**config.mk**
```make
export PLATFORM = sky130hd
export DESIGN_NAME = id_ex_stage
export DESIGN_NICKNAME = d
export VERILOG_FILES = /design/src/rtl/id_ex_stage.sv
export SDC_FILE = /design/constraint.sdc
export NUM_CORES = 1
export LEC_CHECK = 0
export ABC_CLOCK_PERIOD_IN_PS = 2400
export CORE_AREA = 2 2 110 112
export CTS_CLUSTER_DIAMETER = 200
export DETAILED_ROUTE_END_ITERATION = 12
export DIE_AREA = 0 0 112 114
export PLACE_DENSITY = 0.81
export SLEW_MARGIN = 30
export SYNTH_ARGS = -nofsm -noshare
export SYNTH_HDL_FRONTEND = slang
export SYNTH_SLANG_ARGS = --single-unit
```
**constraint.sdc**
```tcl
create_clock -name clk -period 2.4 [get_ports clk]
set_input_delay 0.36 -clock clk [delete_from_list [all_inputs] [get_ports clk]]
set_output_delay 0.36 -clock clk [all_outputs]
set_load 0.005 [all_outputs]
```
**src/rtl/id_ex_stage.sv**
```systemverilog
// Decode-to-execute pipeline register for the 16-bit BRISC core: operand forwarding,
// immediate select, load-use hazard detection, stall hold and branch flush.
module id_ex_stage #(
    parameter int DATA_W = 16,
    parameter int REG_AW = 3
) (
    input  logic              clk,
    input  logic              reset,
    input  logic              id_valid,
    input  logic [REG_AW-1:0] id_rs,
    input  logic [REG_AW-1:0] id_rt,
    input  logic [REG_AW-1:0] id_rd,
    input  logic [DATA_W-1:0] id_rs_data,
    input  logic [DATA_W-1:0] id_rt_data,
    input  logic [DATA_W-1:0] id_imm,
    input  logic              id_use_imm,
    input  logic [2:0]        id_alu_control,
    input  logic              id_reg_write,
    input  logic              id_mem_read,
    input  logic              id_mem_write,
    input  logic [REG_AW-1:0] mem_rd,
    input  logic              mem_reg_write,
    input  logic [DATA_W-1:0] mem_result,
    input  logic [REG_AW-1:0] wb_rd,
    input  logic              wb_reg_write,
    input  logic [DATA_W-1:0] wb_data,
    input  logic              stall_in,
    input  logic              flush,
    output logic [DATA_W-1:0] alu_a,
    output logic [DATA_W-1:0] alu_b,
    output logic [2:0]        alu_control,
    output logic              ex_valid,
    output logic [REG_AW-1:0] ex_rd,
    output logic              ex_reg_write,
    output logic              ex_mem_read,
    output logic              ex_mem_write,
    output logic [DATA_W-1:0] ex_store_data,
    output logic              id_stall
);

    typedef struct packed {
        logic              valid;
        logic [REG_AW-1:0] rs;
        logic [REG_AW-1:0] rt;
        logic [REG_AW-1:0] rd;
        logic [DATA_W-1:0] rs_data;
        logic [DATA_W-1:0] rt_data;
        logic [DATA_W-1:0] imm;
        logic              use_imm;
        logic [2:0]        alu_control;
        logic              reg_write;
        logic              mem_read;
        logic              mem_write;
    } stage_t;

    stage_t            stage_q;
    stage_t            stage_d;
    logic              hazard_s;
    logic [DATA_W-1:0] fwd_rs_s;
    logic [DATA_W-1:0] fwd_rt_s;

    // MEM beats WB; r0 is hard zero even if some stage claims to write it.
    function automatic logic [DATA_W-1:0] fwd(
        input logic [REG_AW-1:0] src,
        input logic [DATA_W-1:0] reg_data,
        input logic [REG_AW-1:0] m_rd,
        input logic              m_we,
        input logic [DATA_W-1:0] m_res,
        input logic [REG_AW-1:0] w_rd,
        input logic              w_we,
        input logic [DATA_W-1:0] w_dat
    );
        logic [DATA_W-1:0] val;
        if (src == {REG_AW{1'b0}}) begin
            val = {DATA_W{1'b0}};
        end else if (m_we && (m_rd == src)) begin
            val = m_res;
        end else if (w_we && (w_rd == src)) begin
            val = w_dat;
        end else begin
            val = reg_data;
        end
        return val;
    endfunction

    // Combinational forwarding and load-use hazard detection.
    always_comb begin
        fwd_rs_s = fwd(stage_q.rs, stage_q.rs_data, mem_rd, mem_reg_write, mem_result,
                       wb_rd, wb_reg_write, wb_data);
        fwd_rt_s = fwd(stage_q.rt, stage_q.rt_data, mem_rd, mem_reg_write, mem_result,
                       wb_rd, wb_reg_write, wb_data);
        hazard_s = stage_q.valid && stage_q.mem_read && (stage_q.rd != {REG_AW{1'b0}}) &&
                   id_valid && (((id_rs == stage_q.rd) && !id_use_imm) || (id_rt == stage_q.rd));
    end

    // Next-state: flush beats stall, stall beats hazard bubble, otherwise load decode.
    always_comb begin
        stage_d = stage_q;
        if (flush) begin
            stage_d.valid     = 1'b0;
            stage_d.reg_write = 1'b0;
            stage_d.mem_read  = 1'b0;
            stage_d.mem_write = 1'b0;
        end else if (stall_in) begin
            stage_d = stage_q;
        end else if (hazard_s) begin
            stage_d.valid     = 1'b0;
            stage_d.reg_write = 1'b0;
            stage_d.mem_read  = 1'b0;
            stage_d.mem_write = 1'b0;
        end else begin
            stage_d.valid       = id_valid;
            stage_d.rs          = id_rs;
            stage_d.rt          = id_rt;
            stage_d.rd          = id_rd;
            stage_d.rs_data     = id_rs_data;
            stage_d.rt_data     = id_rt_data;
            stage_d.imm         = id_imm;
            stage_d.use_imm     = id_use_imm;
            stage_d.alu_control = id_alu_control;
            stage_d.reg_write   = id_reg_write && id_valid;
            stage_d.mem_read    = id_mem_read && id_valid;
            stage_d.mem_write   = id_mem_write && id_valid;
        end
    end

    // Stage register.
    always_ff @(posedge clk or posedge reset) begin
        if (reset) begin
            stage_q <= '0;
        end else begin
            stage_q <= stage_d;
        end
    end

    assign alu_a         = stage_q.use_imm ? stage_q.imm : fwd_rs_s;
    assign alu_b         = fwd_rt_s;
    assign ex_store_data = fwd_rs_s;
    assign alu_control   = stage_q.alu_control;
    assign ex_valid      = stage_q.valid;
    assign ex_rd         = stage_q.rd;
    assign ex_reg_write  = stage_q.reg_write;
    assign ex_mem_read   = stage_q.mem_read;
    assign ex_mem_write  = stage_q.mem_write;
    assign id_stall      = hazard_s || stall_in;

endmodule
```
---- Yosys cells after proc, flatten, opt, wreduce, memory -nomap -nowiden ----
Index checks and enable logic that the tools add are counted.
cells by class
  equality and inequality tests ........... 7
  multiplexer cells ....................... 13
  bitwise logic cells ..................... 3
  reductions and logical operators ........ 19
operators with widths
  kind                  number
  $mux W16              7
  $mux W65              1
  $mux W61              1
  $eq A3 B3 Y1          6
  $logic_and A1 B1 Y1   12
  $logic_not A3 Y1      2
  $mux W3               2
  $not A1 Y1            3
  $reduce_and A3 Y1     1
  $reduce_bool A3 Y1    1
  $logic_or A1 B1 Y1    2
  $mux W1               2
  $ne A2 B1 Y1 const B  1
  $logic_not A1 Y1      1
word-level totals
  bits in registers ....................... 65
  input port bits ......................... 109
  output and inout port bits .............. 59
  word-level logic and storage cells ...... 54

---- Depth between registers and ports, before layout ----
  depth after elaboration ................. 7
  mapped depth ............................ 6
  gate-level depth less buffers ........... 4

---- Least setup slack after synthesis ----
No wires, ideal clock.
  kind .................................... reg2out
  start point ............................. register stage_q[63] (netlist bit)
  end point ............................... output alu_a[10]
  arrival time ............................ 1.625 ns
  data required time ...................... 2.040 ns
  slack ................................... 0.415 ns
  stages on the path, launching flop included .. 6
  buffers on the path ..................... 1
  cell sequence ........................... dfrtp_1 -> xor2_1 -> nor2_1 -> buf_2 -> a221oi_2 -> o41ai_1
between the ends
  cells in the longest elaborated chain, start to end .. 6
  elaborated cells between the ends (all ways) .. 9
  classes of those cells .................. eq/ne: 2; mux: 4; reduce/logical: 3
ends and longest elaborated chain
  what                    line  RTL
  start, declared         56    stage_t stage_q;
  start signal, assigned  132   stage_q <= stage_d;
  $eq A3 B3 Y1            78    end else if (w_we && (w_rd == src)) begin
  $logic_and A1 B1 Y1     78
  $mux W16                78
  $mux W16                76    end else if (m_we && (m_rd == src)) begin
  $mux W16 *              74    if (src == {REG_AW{1'b0}}) begin
  $mux W16 *              136   assign alu_a = stage_q.use_imm ? stage_q.imm : fwd_rs_s;
  end, declared           29    output logic [DATA_W-1:0] alu_a,
Mark *: on every way between the ends. The rest lies on a longest branch, timed or not.

---- Worst setup path after layout ----
  start point ............................. register stage_q[63] (netlist bit)
  end point ............................... output ex_store_data[5]
between the ends
  cells in the longest elaborated chain, start to end .. 5
  elaborated cells between the ends (all ways) .. 8
  classes of those cells .................. eq/ne: 2; mux: 3; reduce/logical: 3
ends and longest elaborated chain
  what                 line  RTL
  $eq A3 B3 Y1         78
  $logic_and A1 B1 Y1  78
  $mux W16             78
  $mux W16             76
  $mux W16 *           74
  end, declared        37    output logic [DATA_W-1:0] ex_store_data,
Marks and branches as above.

==> metrics.yaml <==
status:
  outcome: "finished, violations left"
  violations: "setup timing"
sta:
  max_freq_ghz: 0.382
  min_period_ps: 2620
  slew_viol_final: 0
  skew_ps: 6.38
  rsz0062_at_grt: "true"
  slew_headroom: 0.710
  period_share: 1.09
  tightest_slew_ps: 434
  finalHoldViolations: 0
  fin_ws_ps: -215
  finalSetupViolCount: 27
placement:
  dpl_worst_slack_ps: -574
  port_buffers: 167
  place.gp.congestion: 0.949
  dp_hpwl_um: 15200
  placed_cells: 943
worst_setup_path:
  startpoint_type: "flip-flop"
  path_cells: "xor2_2 > nand4bb_1 > buf_6 > buf_12 > buf_6 > a221oi_4 > buf_4 > nor3_2 > buf_2"
  cpLargestDelayFamily: "buffers and inverters"
  cp.required_ps: 2040
  crit_top_cell: "buf_6"
  end_kind: "output pin"
  crit_type: "reg2out"
  cp_slowest_cell: "dfrtp_2"
  worst-path-buf-inv: 5
  max_stage_delay_ps: 460
  critPathArrivalTime_ps: 2260
  reg2reg_slack_ps: 370
  path_max_fanout: 6
final_layout:
  drive_above_1_share: 0.344
  final_common_cell: "clkdlybuf4s50_1"
  multiInputGateArea_um2: 4080
  seqCellArea_um2: 1640
  antenna_cells: 0
  nets: 955
  fillers: 845
  layout_common_cells: "110 x clkdlybuf4s50_1, 73 x o21ai_0, 65 x buf_4, 57 x dfrtp_1, 38 x nor3_1"
  final_cells: 998
  syn2layout_area_growth_pct: 61.8
floorplanning:
  dieArea_um2: 12800
  coreArea_um2: 11700
  start_util: 0.465
  rows: 40
  die_h_um: 114
  die_x_um: 112
  pin_count: 168
route:
  wl_per_cell_um: 24.0
  drcViolationCount: 0
  ant_nets: 0
  drt_iter0_markers: 876
  vias: 6747
  routed_via_density: 6.76
  firstDrtPassIters: 5
  wl_um: 24000
synthesis:
  synth_flop_cell: "dfrtp_1"
  synth_area_um2: 5440
  synthArstFlopShare: 1.00
  synth.avg_cell_area_um2: 8.33
  ys_types: 42
  yosysSeqAreaShare: 0.299
  synth_edf_count: 0
  synthCells: 653
  yosysWarnings: 0
  ys_seq_elements: 65
  synth_nets: 762
flow_run:
  drv_cap: 0
hold_path:
  hp-class: "in2async"
clocking:
  cts_tree: "built"
  htreeDepth: 3
  cts-buffers-inserted: 9
  clkTransAtPathRegs_ps: 50
  clockRootBuffer: "clkbuf_16"
  clkSinkCount: 65
  clk_path_buf_depth: 2
  insertion_delay_ps: 340
pwr:
  powerDensity_nw_per_um2: 678
  p_int_mw: 3.78
  pwr-share-seq: 0.262
  power_frac_comb: 0.492
  clock_power_share: 0.247
  ir_worst_vdd_uv: 538
  power.leakage_nw: 3.56
  switching_share: 0.367
  switchingPower_mw: 2.19
  finalPower_mw: 5.97
global_route:
  grt_pass1_vias: 6439
  grt_usage: 0.354
  grt_max_degree: 99
  gr-total-overflow: 0
  grt_pass1_wl_um: 35800
  antenna_found_initial: 0
[cells by family after synthesis]
kind of cell    Yosys count  share of synthesized area
mux                      16                     0.0294
flops                    65                      0.299
compound gates          237                      0.324
buf+inv                  89                     0.0759
simple gates            228                      0.242
xor+xnor                 18                     0.0304
[metal layers]
| layer | GRT usage | share of wire | vias up |
|---|---|---|---|
| met3 | 0.0473 | 0.083 | 61 |
| met4 | 0.124 | 0.031 | 0 |
| met2 | 0.596 | 0.49 | 409 |
| met5 | 0 | 0 | - |
| li1 | - | - | 2957 |
| met1 | 0.473 | 0.39 | 3320 |
[through the flow]
step | hold slack, ps | area [µm²] | util | setup TNS [ps]
6_report | 301 | 8810 | 0.752 | -2900
3_3_place_gp | 477 | 7530 | 0.643 | -19720
2_1_floorplan | 473 | 5440 | - | 0
5_1_grt | 329 | 8810 | 0.752 | -4630
3_5_place_dp | 497 | 7530 | 0.643 | -21360
4_1_cts | 309 | 8450 | 0.722 | -1780
[state kept, by name (all words and copies together), names as in the netlist]
signal        flops
alu_control       3
ex_rd             3
ex_mem_write      1
stage_q          55
ex_valid          1
ex_mem_read       1
ex_reg_write      1
[synthesized netlist by cell type (2+ instances only)]
cell      number  share of area
o211ai_1      24          0.033
buf_6          4         0.0083
inv_1          2         0.0014
mux2i_1       16          0.029
clkbuf_1      58          0.040
nand4_1       26          0.030
a311o_1       37          0.068
a221oi_2      10          0.028
buf_2         15          0.014
o41ai_1       17          0.027
xor2_1         5         0.0080
xnor2_1       12          0.019
a211oi_1      16          0.022
o21a_1        24          0.033
dfrtp_1       65           0.30
or3b_2        36          0.058
nand3_1       26          0.024
a221oi_1       6         0.0097
nor2_1        35          0.024
and3_1        17          0.020
buf_1          2         0.0014
nand2_1       22          0.015
buf_4          8          0.011
o21ai_0       73          0.067
a31oi_1       24          0.028
o31ai_1        3         0.0041
nor3_1        55          0.051
[path summary, 6_finish.rpt]
check | startpoint | depth (start not counted) | end
worst min-delay path | reset | 2 | alu_control[1]
max in group asynchronous | reset | 3 | ex_rd[0]
worst max-delay path | stage_q[63] | 9 | ex_store_data[5]
worst max register to register | ex_rd[0] | 6 | stage_q[37]
worst min register to register | ex_mem_write | 2 | ex_mem_write
min in group clk | ex_mem_write | 2 | ex_mem_write
[worst register-to-register path: stages, from the launching register on]
cell,delay (ps)
dfrtp_2,480
xor2_1,230
nor4_4,250
buf_4,160
buf_4,350
nor3_1,120
a311o_1,330
[area by class of cell]
cell class	count	share of cell area
Multi-Input combinational cell	499	0.463
Timing Repair Buffer	269	0.292
Sequential cell	65	0.186
Clock buffer	11	0.0287
Tap cell	147	0.0209
Clock inverter	5	0.00881
Inverter	2	0.000853
[repair_timing]
item	in CTS	in global routing
hold buffers	0	0
gates cloned	2	1
setup endpoints to repair	49	48
setup buffers	25	14
pin swaps	51	21
resized for setup	209	79
[power groups by stage]
| stage | clock, mW | sequential, mW | combinational [mW] |
|---|---|---|---|
| finish | 1.47 | 1.56 | 2.94 |
| floorplan | 0 | 1.43 | 1.24 |
| global placement | 0 | 1.52 | 2.41 |
| detailed placement | 0 | 1.53 | 2.45 |
| global route | 1.54 | 1.57 | 3.10 |
| CTS | 1.46 | 1.53 | 2.69 |
No activity file was read; power rests on OpenSTA's default activity.
